===== src/rtl/full_sub_pkg.sv =====
// rtl/full_sub_pkg.sv - shared constants and reference function for the ripple-borrow subtractor
package full_sub_pkg;

    localparam int DEFAULT_WIDTH = 1;

    // Returns {bout, d} in 65 bits: d is masked to width, and bout sits at bit 64.
    // The operands are zero-extended, so bit 64 of the raw result is the borrow.
    function automatic logic [64:0] ref_sub(input logic [63:0] a,
                                            input logic [63:0] b,
                                            input logic        bin,
                                            input int unsigned width);
        logic [64:0] full;
        logic [63:0] mask;
        full = {1'b0, a} - {1'b0, b} - 65'(bin);
        mask = (width >= 64) ? '1 : ((64'd1 << width) - 64'd1);
        return {full[64], full[63:0] & mask};
    endfunction

endpackage


===== src/rtl/full_sub_if.sv =====
// rtl/full_sub_if.sv - operand/result bundle for full_sub
interface full_sub_if
    import full_sub_pkg::*;
#(
    parameter int WIDTH = DEFAULT_WIDTH
) ();
    logic             in_valid;
    logic [WIDTH-1:0] a;
    logic [WIDTH-1:0] b;
    logic             bin;
    logic             out_valid;
    logic [WIDTH-1:0] d;
    logic             bout;
    logic             zero;

    modport master (output in_valid, a, b, bin, input out_valid, d, bout, zero);
    modport slave  (input in_valid, a, b, bin, output out_valid, d, bout, zero);
endinterface


===== src/rtl/full_sub_cell.sv =====
// rtl/full_sub_cell.sv - combinational 1-bit full subtractor
module full_sub_cell (
    input  logic a_i,
    input  logic b_i,
    input  logic bin_i,
    output logic d_o,
    output logic bout_o
);
    assign d_o    = a_i ^ b_i ^ bin_i;
    assign bout_o = (~a_i & b_i) | (~(a_i ^ b_i) & bin_i);
endmodule


===== src/rtl/full_sub.sv =====
// rtl/full_sub.sv - registered WIDTH-bit ripple-borrow subtractor, d = a - b - bin
module full_sub
    import full_sub_pkg::*;
#(
    parameter int WIDTH = DEFAULT_WIDTH
) (
    input  logic      clk,
    input  logic      rst_n,
    full_sub_if.slave bus
);
    logic [WIDTH:0]   br;
    logic [WIDTH-1:0] diff;

    assign br[0] = bus.bin;

    for (genvar i = 0; i < WIDTH; i++) begin : g_cell
        full_sub_cell u_cell (
            .a_i   (bus.a[i]),
            .b_i   (bus.b[i]),
            .bin_i (br[i]),
            .d_o   (diff[i]),
            .bout_o(br[i+1])
        );
    end

    logic [WIDTH-1:0] d_q, d_d;
    logic             bout_q, bout_d;
    logic             zero_q, zero_d;
    logic             valid_q, valid_d;

    // Result registers only load on a valid operand; otherwise they hold.
    always_comb begin
        d_d     = d_q;
        bout_d  = bout_q;
        zero_d  = zero_q;
        valid_d = bus.in_valid;
        if (bus.in_valid) begin
            d_d    = diff;
            bout_d = br[WIDTH];
            zero_d = ~|diff;
        end
    end

    always_ff @(posedge clk or negedge rst_n) begin
        if (!rst_n) begin
            d_q     <= '0;
            bout_q  <= 1'b0;
            zero_q  <= 1'b0;
            valid_q <= 1'b0;
        end else begin
            d_q     <= d_d;
            bout_q  <= bout_d;
            zero_q  <= zero_d;
            valid_q <= valid_d;
        end
    end

    assign bus.d         = d_q;
    assign bus.bout      = bout_q;
    assign bus.zero      = zero_q;
    assign bus.out_valid = valid_q;

endmodule


===== src/flat_wrapper.sv =====
// flat-port wrapper written by rule: the top's interface ports become plain ports
module full_sub_flat import full_sub_pkg::*;
#(
    parameter int WIDTH = DEFAULT_WIDTH
)
  (clk, rst_n, bus_in_valid, bus_a, bus_b, bus_bin, bus_out_valid, bus_d, bus_bout, bus_zero);
  full_sub_if #(.WIDTH(WIDTH)) bus_i ();
  input  logic clk;
  input  logic rst_n;
  input wire logic [$bits(bus_i.in_valid)-1:0] bus_in_valid;
  input wire logic [$bits(bus_i.a)-1:0] bus_a;
  input wire logic [$bits(bus_i.b)-1:0] bus_b;
  input wire logic [$bits(bus_i.bin)-1:0] bus_bin;
  output wire logic [$bits(bus_i.out_valid)-1:0] bus_out_valid;
  output wire logic [$bits(bus_i.d)-1:0] bus_d;
  output wire logic [$bits(bus_i.bout)-1:0] bus_bout;
  output wire logic [$bits(bus_i.zero)-1:0] bus_zero;
  assign bus_i.in_valid = bus_in_valid;
  assign bus_i.a = bus_a;
  assign bus_i.b = bus_b;
  assign bus_i.bin = bus_bin;
  assign bus_out_valid = bus_i.out_valid;
  assign bus_d = bus_i.d;
  assign bus_bout = bus_i.bout;
  assign bus_zero = bus_i.zero;
  full_sub #(.WIDTH(WIDTH)) u_core (.clk(clk), .rst_n(rst_n), .bus(bus_i));
endmodule

===== config.mk =====
export PLATFORM = sky130hd
export DESIGN_NAME = full_sub_flat
export DESIGN_NICKNAME = d
export VERILOG_FILES = /design/src/rtl/full_sub_pkg.sv /design/src/rtl/full_sub_if.sv /design/src/rtl/full_sub_cell.sv /design/src/rtl/full_sub.sv /design/src/flat_wrapper.sv
export SDC_FILE = /design/constraint.sdc
export NUM_CORES = 1
export LEC_CHECK = 0
export CORE_AREA = 5 5 42 44
export DETAILED_ROUTE_END_ITERATION = 8
export DIE_AREA = 0 0 47 49
export GPL_TIMING_DRIVEN = 0
export PLACE_DENSITY = 0.45
export SLEW_MARGIN = 25
export SYNTH_ARGS = -nofsm -noshare
export SYNTH_HDL_FRONTEND = slang
export SYNTH_SLANG_ARGS = --single-unit

===== constraint.sdc =====
create_clock -name clk -period 1.2 [get_ports clk]
set_clock_uncertainty 0.1 [all_clocks]
set_input_delay 0.18 -clock clk [delete_from_list [all_inputs] [get_ports clk]]
set_output_delay 0.18 -clock clk [all_outputs]
set_load 0.02 [all_outputs]

# Word-level counts from Yosys, hierarchy flattened
# Index checks and enable logic that the tools add are counted.
# W data, S select, Z words.
# word_totals
in_bits	6
wordCells	12
out_inout_bits	4
register_bits	4
# op_classes
n_reduce_logical	1
bitwise	7
# ops
operator	n
$and A1 B1 Y1	2
$not A1 Y1	2
$xor A1 B1 Y1	2
$logic_not A1 Y1	1
$or A1 B1 Y1	1

# Depth between registers and ports, before layout
# logic_depth
word_depth	4
ltp_mapped	3
depth_no_buf	3

# Modules after synthesis
# Synthesis repeated with hierarchy kept, for this count alone.
# unflattened
hier_cells	12
hier_area_um2	167.7
# modules_own_cells
mod	n_inst	area_per_inst_um2	cells_per_inst
full_sub	1	136.4	8
full_sub_cell	1	31.3	4

# Least setup slack after synthesis
# Ideal clock, no wire load.
# synth_timing
path_type	input to register
start	input bus_b
end	register u_core.d_q (netlist: u_core.bus.d)
arrival_time_ns	0.918
required_ns	0.975
path_stages	3
setup_time_ns	0.125
path_buffers	0
path_slack_ns	0.057
cell_sequence	inv_1 > fa_1 > mux2_2
# synth_between
elab_chain_len	2
# synth_rtl
element	line	text
start, declared	flat_wrapper.sv:12	input wire logic [$bits(bus_i.b)-1:0] bus_b;
$xor A1 B1 Y1 (2 in series)	full_sub_cell.sv:9	assign d_o = a_i ^ b_i ^ bin_i;
via u_core.diff	full_sub.sv:12	logic [WIDTH-1:0] diff;
end signal, assigned	full_sub.sv:46	d_q <= '0;
end signal, assigned	full_sub.sv:51	d_q <= d_d;
end, declared	full_sub.sv:26	logic [WIDTH-1:0] d_q, d_d;
# The timed path passes the listed nets, and every way through them passes these cells.
# A chain may end at the register's enable or synchronous reset.

# Worst setup path after layout
# layout_timing
start	register u_core.d_q (netlist: u_core.bus.d)
end	output bus_d
# layout_rtl
element	line	text
end, declared	flat_wrapper.sv:15	output wire logic [$bits(bus_i.d)-1:0] bus_d;
# No word-level cell between the ends.

==> impl_metrics.py <==
metrics = {
    "sta": {
        "hold_viol_final": 0,
        "slew-limit-headroom_pct": 86.0,
        "tightestPinTransition_ps": 211,
        "fin_setup_tns_ps": 0,
        "fmax_mhz": 858,
        "finalCriticalPeriod_ps": 1160,
        "period_share_pct": 97.1,
        "setup_viol": 0,
        "slew_violations": 0,
        "hold_ws_ps": 49.3,
        "grt_setup_unrepaired": "false",
    },
    "critical_path": {
        "crit_buf_inv": 1,
        "crit_required_ps": 920,
        "endpoint_kind": "output port",
        "r2r_slack_ps": 360,
        "cp_data_arrival_time_ps": 880,
        "slowest_stage": "dfrtp_1",
        "critical_path_class": "reg -> out",
        "cp-start-kind": "register",
        "cp_max_fo": 2,
        "slowest_delay_ps": 370,
        "crit_family": "flip-flops",
        "cp_cell_sequence": "clkdlybuf4s15_1",
    },
    "floorplanning": {
        "die_area_um2": 2300,
        "num_io_pins": 10,
        "fp.dieW_um": 47,
        "dieHeight_um": 49,
        "coreArea_um2": 1400,
        "start_util_pct": 13.4,
        "rows": 14,
    },
    "synth": {
        "synthArstFlopShare_pct": 100,
        "synth_fa_ha_area_share_pct": 21.3,
        "synth_compound_area_share_pct": 0,
        "syn-cell-area_um2": 188,
        "synth_mux_area_share_pct": 17.3,
        "syn_area_per_cell_um2": 14.4,
        "synth_area_leaders": "dfrtp_1, fa_1, mux2_2",
        "yosysTopAreaCellShare_pct": 53.3,
        "synth_top_family_by_area": "adder cells",
        "yosysWarningCount": 0,
        "yosysSeqAreaShare_pct": 53.3,
        "yosys.area_share.xor_xnor_pct": 0,
        "synth-simple-area-share_pct": 0,
        "synth_enable_flop_cells": 0,
        "yosys_register_bits": 4,
        "synthCells": 13,
        "synth.distinct_cells": 5,
        "synth_top_cell_by_area": "dfrtp_1",
        "synthFlopType": "dfrtp_1",
        "syn-num-nets": 21,
        "synth_common_cells": "dfrtp_1, inv_1, fa_1, mux2_2, mux2i_1",
    },
    "global_routing": {
        "grt_pass1_wl_um": 641,
        "grt_max_degree": 5,
        "grt-ovfl-total": 0,
        "antenna_found_initial": 0,
        "grt_pass1_vias": 166,
        "grtUsageTotal_pct": 4.47,
    },
    "detailed_routing": {
        "drt_iter0_markers": 0,
        "totalWireLength_um": 352,
        "dr.pass1.iters": 1,
        "vias_per_cell": 3.10,
        "wire_per_inst_um": 8.59,
        "drc": 0,
        "vias": 127,
        "ant_nets": 0,
    },
    "placement": {
        "port-buffer-count": 9,
        "place_area_um2": 298,
        "gp_congestion": 0.675,
    },
    "clock_network": {
        "cts.clk_slew.worst_paths_ps": 40,
        "cts_tree": "built",
        "root_buffer": "clkbuf_4",
        "cts-hold-fix-buffers": 0,
        "cts.path.max_buffers": 2,
        "clk_latency_ps": 230,
        "cts_setup_buffers": 0,
        "cts_sinks": 4,
        "cts_max_level": 1,
        "cts_buffers": 3,
    },
    "pwr": {
        "p_per_area_nw_per_um2": 1400,
        "p_leak_uw": 0.000149,
        "peakVddDrop_mv": 0.211,
    },
    "hold_path": {
        "hold_path.class": "in -> async",
    },
    "final_layout": {
        "area_growth_pct": 62.0,
        "final_layout_size_suffix_gt1_share_pct": 32.0,
        "antenna_cells": 0,
        "final_area_um2": 304,
        "fin_nets": 35,
    },
    "run": {
        "maxCapViolCount": 0,
    },
    "outcome": {
        "outcome": "complete, no violations",
    },
}
[worst paths after layout]
| kind | startpoint | end | cells after the start |
|---|---|---|---|
| min | rst_n | u_core.bus.bout | 1 |
| min reg2reg | u_core.bus.zero | u_core.bus.zero | 1 |
| max | u_core.bus.d | bus_d | 1 |
| min in group clk | bus_a | u_core.bus.bout | 3 |
| max reg2reg | u_core.bus.d | u_core.bus.d | 1 |
| max in group asynchronous | rst_n | u_core.bus.d | 1 |
[cells by family after synthesis]
kind of cell	Yosys count
adder cells (fa/ha/maj)	2
buffers and inverters	4
flip-flops	4
multiplexers	3
[report_power, final]
part / total [uW] / internal, uW / switching, uW
sequential: 165 / 155 / 9.67
clock: 160 / 111 / 48.1
combinational: 99.9 / 48.3 / 51.6
total: 424 / 315 / 109
[flip-flops by register name, indices dropped and copies added, names as in the netlist]
| signal | cells |
|---|---|
| u_core.bus.bout | 1 |
| u_core.bus.d | 1 |
| u_core.bus.out_valid | 1 |
| u_core.bus.zero | 1 |
[routing by layer]
layer | track usage [%] | share of wire, % | vias up
met5 | 0 | 0 | -
met4 | 5.53 | 0 | 0
met3 | 3.32 | 23 | 0
met2 | 4.52 | 35 | 10
met1 | 4.95 | 41 | 53
li1 | - | - | 64
[stage by stage]
| stage | worst slack (ps) | utilization (%) | total power, uW | cells |
|---|---|---|---|---|
| 2_1_floorplan | 56.9 | - | 215 | 13 |
| 3_3_place_gp | -499 | 21.3 | 283 | 38 |
| 3_5_place_dp | -515 | 21.3 | 285 | 38 |
| 4_1_cts | 18.2 | 22.6 | 441 | 41 |
| 5_1_grt | 4.15 | 21.7 | 450 | 41 |
| 6_report | 35.2 | 21.7 | 424 | 41 |
[what timing repair did]
| action | 4_1_cts | 5_1_grt |
|---|---|---|
| setup endpoints to repair | 7 | 3 |
| pin swaps | 0 | 1 |
| resized for setup | 11 | 5 |
[layout make-up]
class / count / area (um^2)
Multi-Input combinational cell: 5 / 72.6
Fill cell: 163 / 1100
Tap cell: 16 / 20.0
Timing Repair Buffer: 9 / 73.8
Inverter: 4 / 15.0
Sequential cell: 4 / 100
Clock buffer: 3 / 22.5
[layout by cell type, fill, tap and decap left out]
| master | netlist | final |
|---|---|---|
| clkbuf_2 | 0 | 3 |
| clkbuf_4 | 0 | 3 |
| clkdlybuf4s15_1 | 0 | 3 |
| clkdlybuf4s50_1 | 0 | 2 |
| dfrtp_1 | 4 | 4 |
| dlygate4sd2_1 | 0 | 1 |
| fa_1 | 2 | 2 |
| inv_1 | 4 | 4 |
| mux2_2 | 2 | 2 |
| mux2i_1 | 1 | 1 |
(Power assumes the default switching activity.)
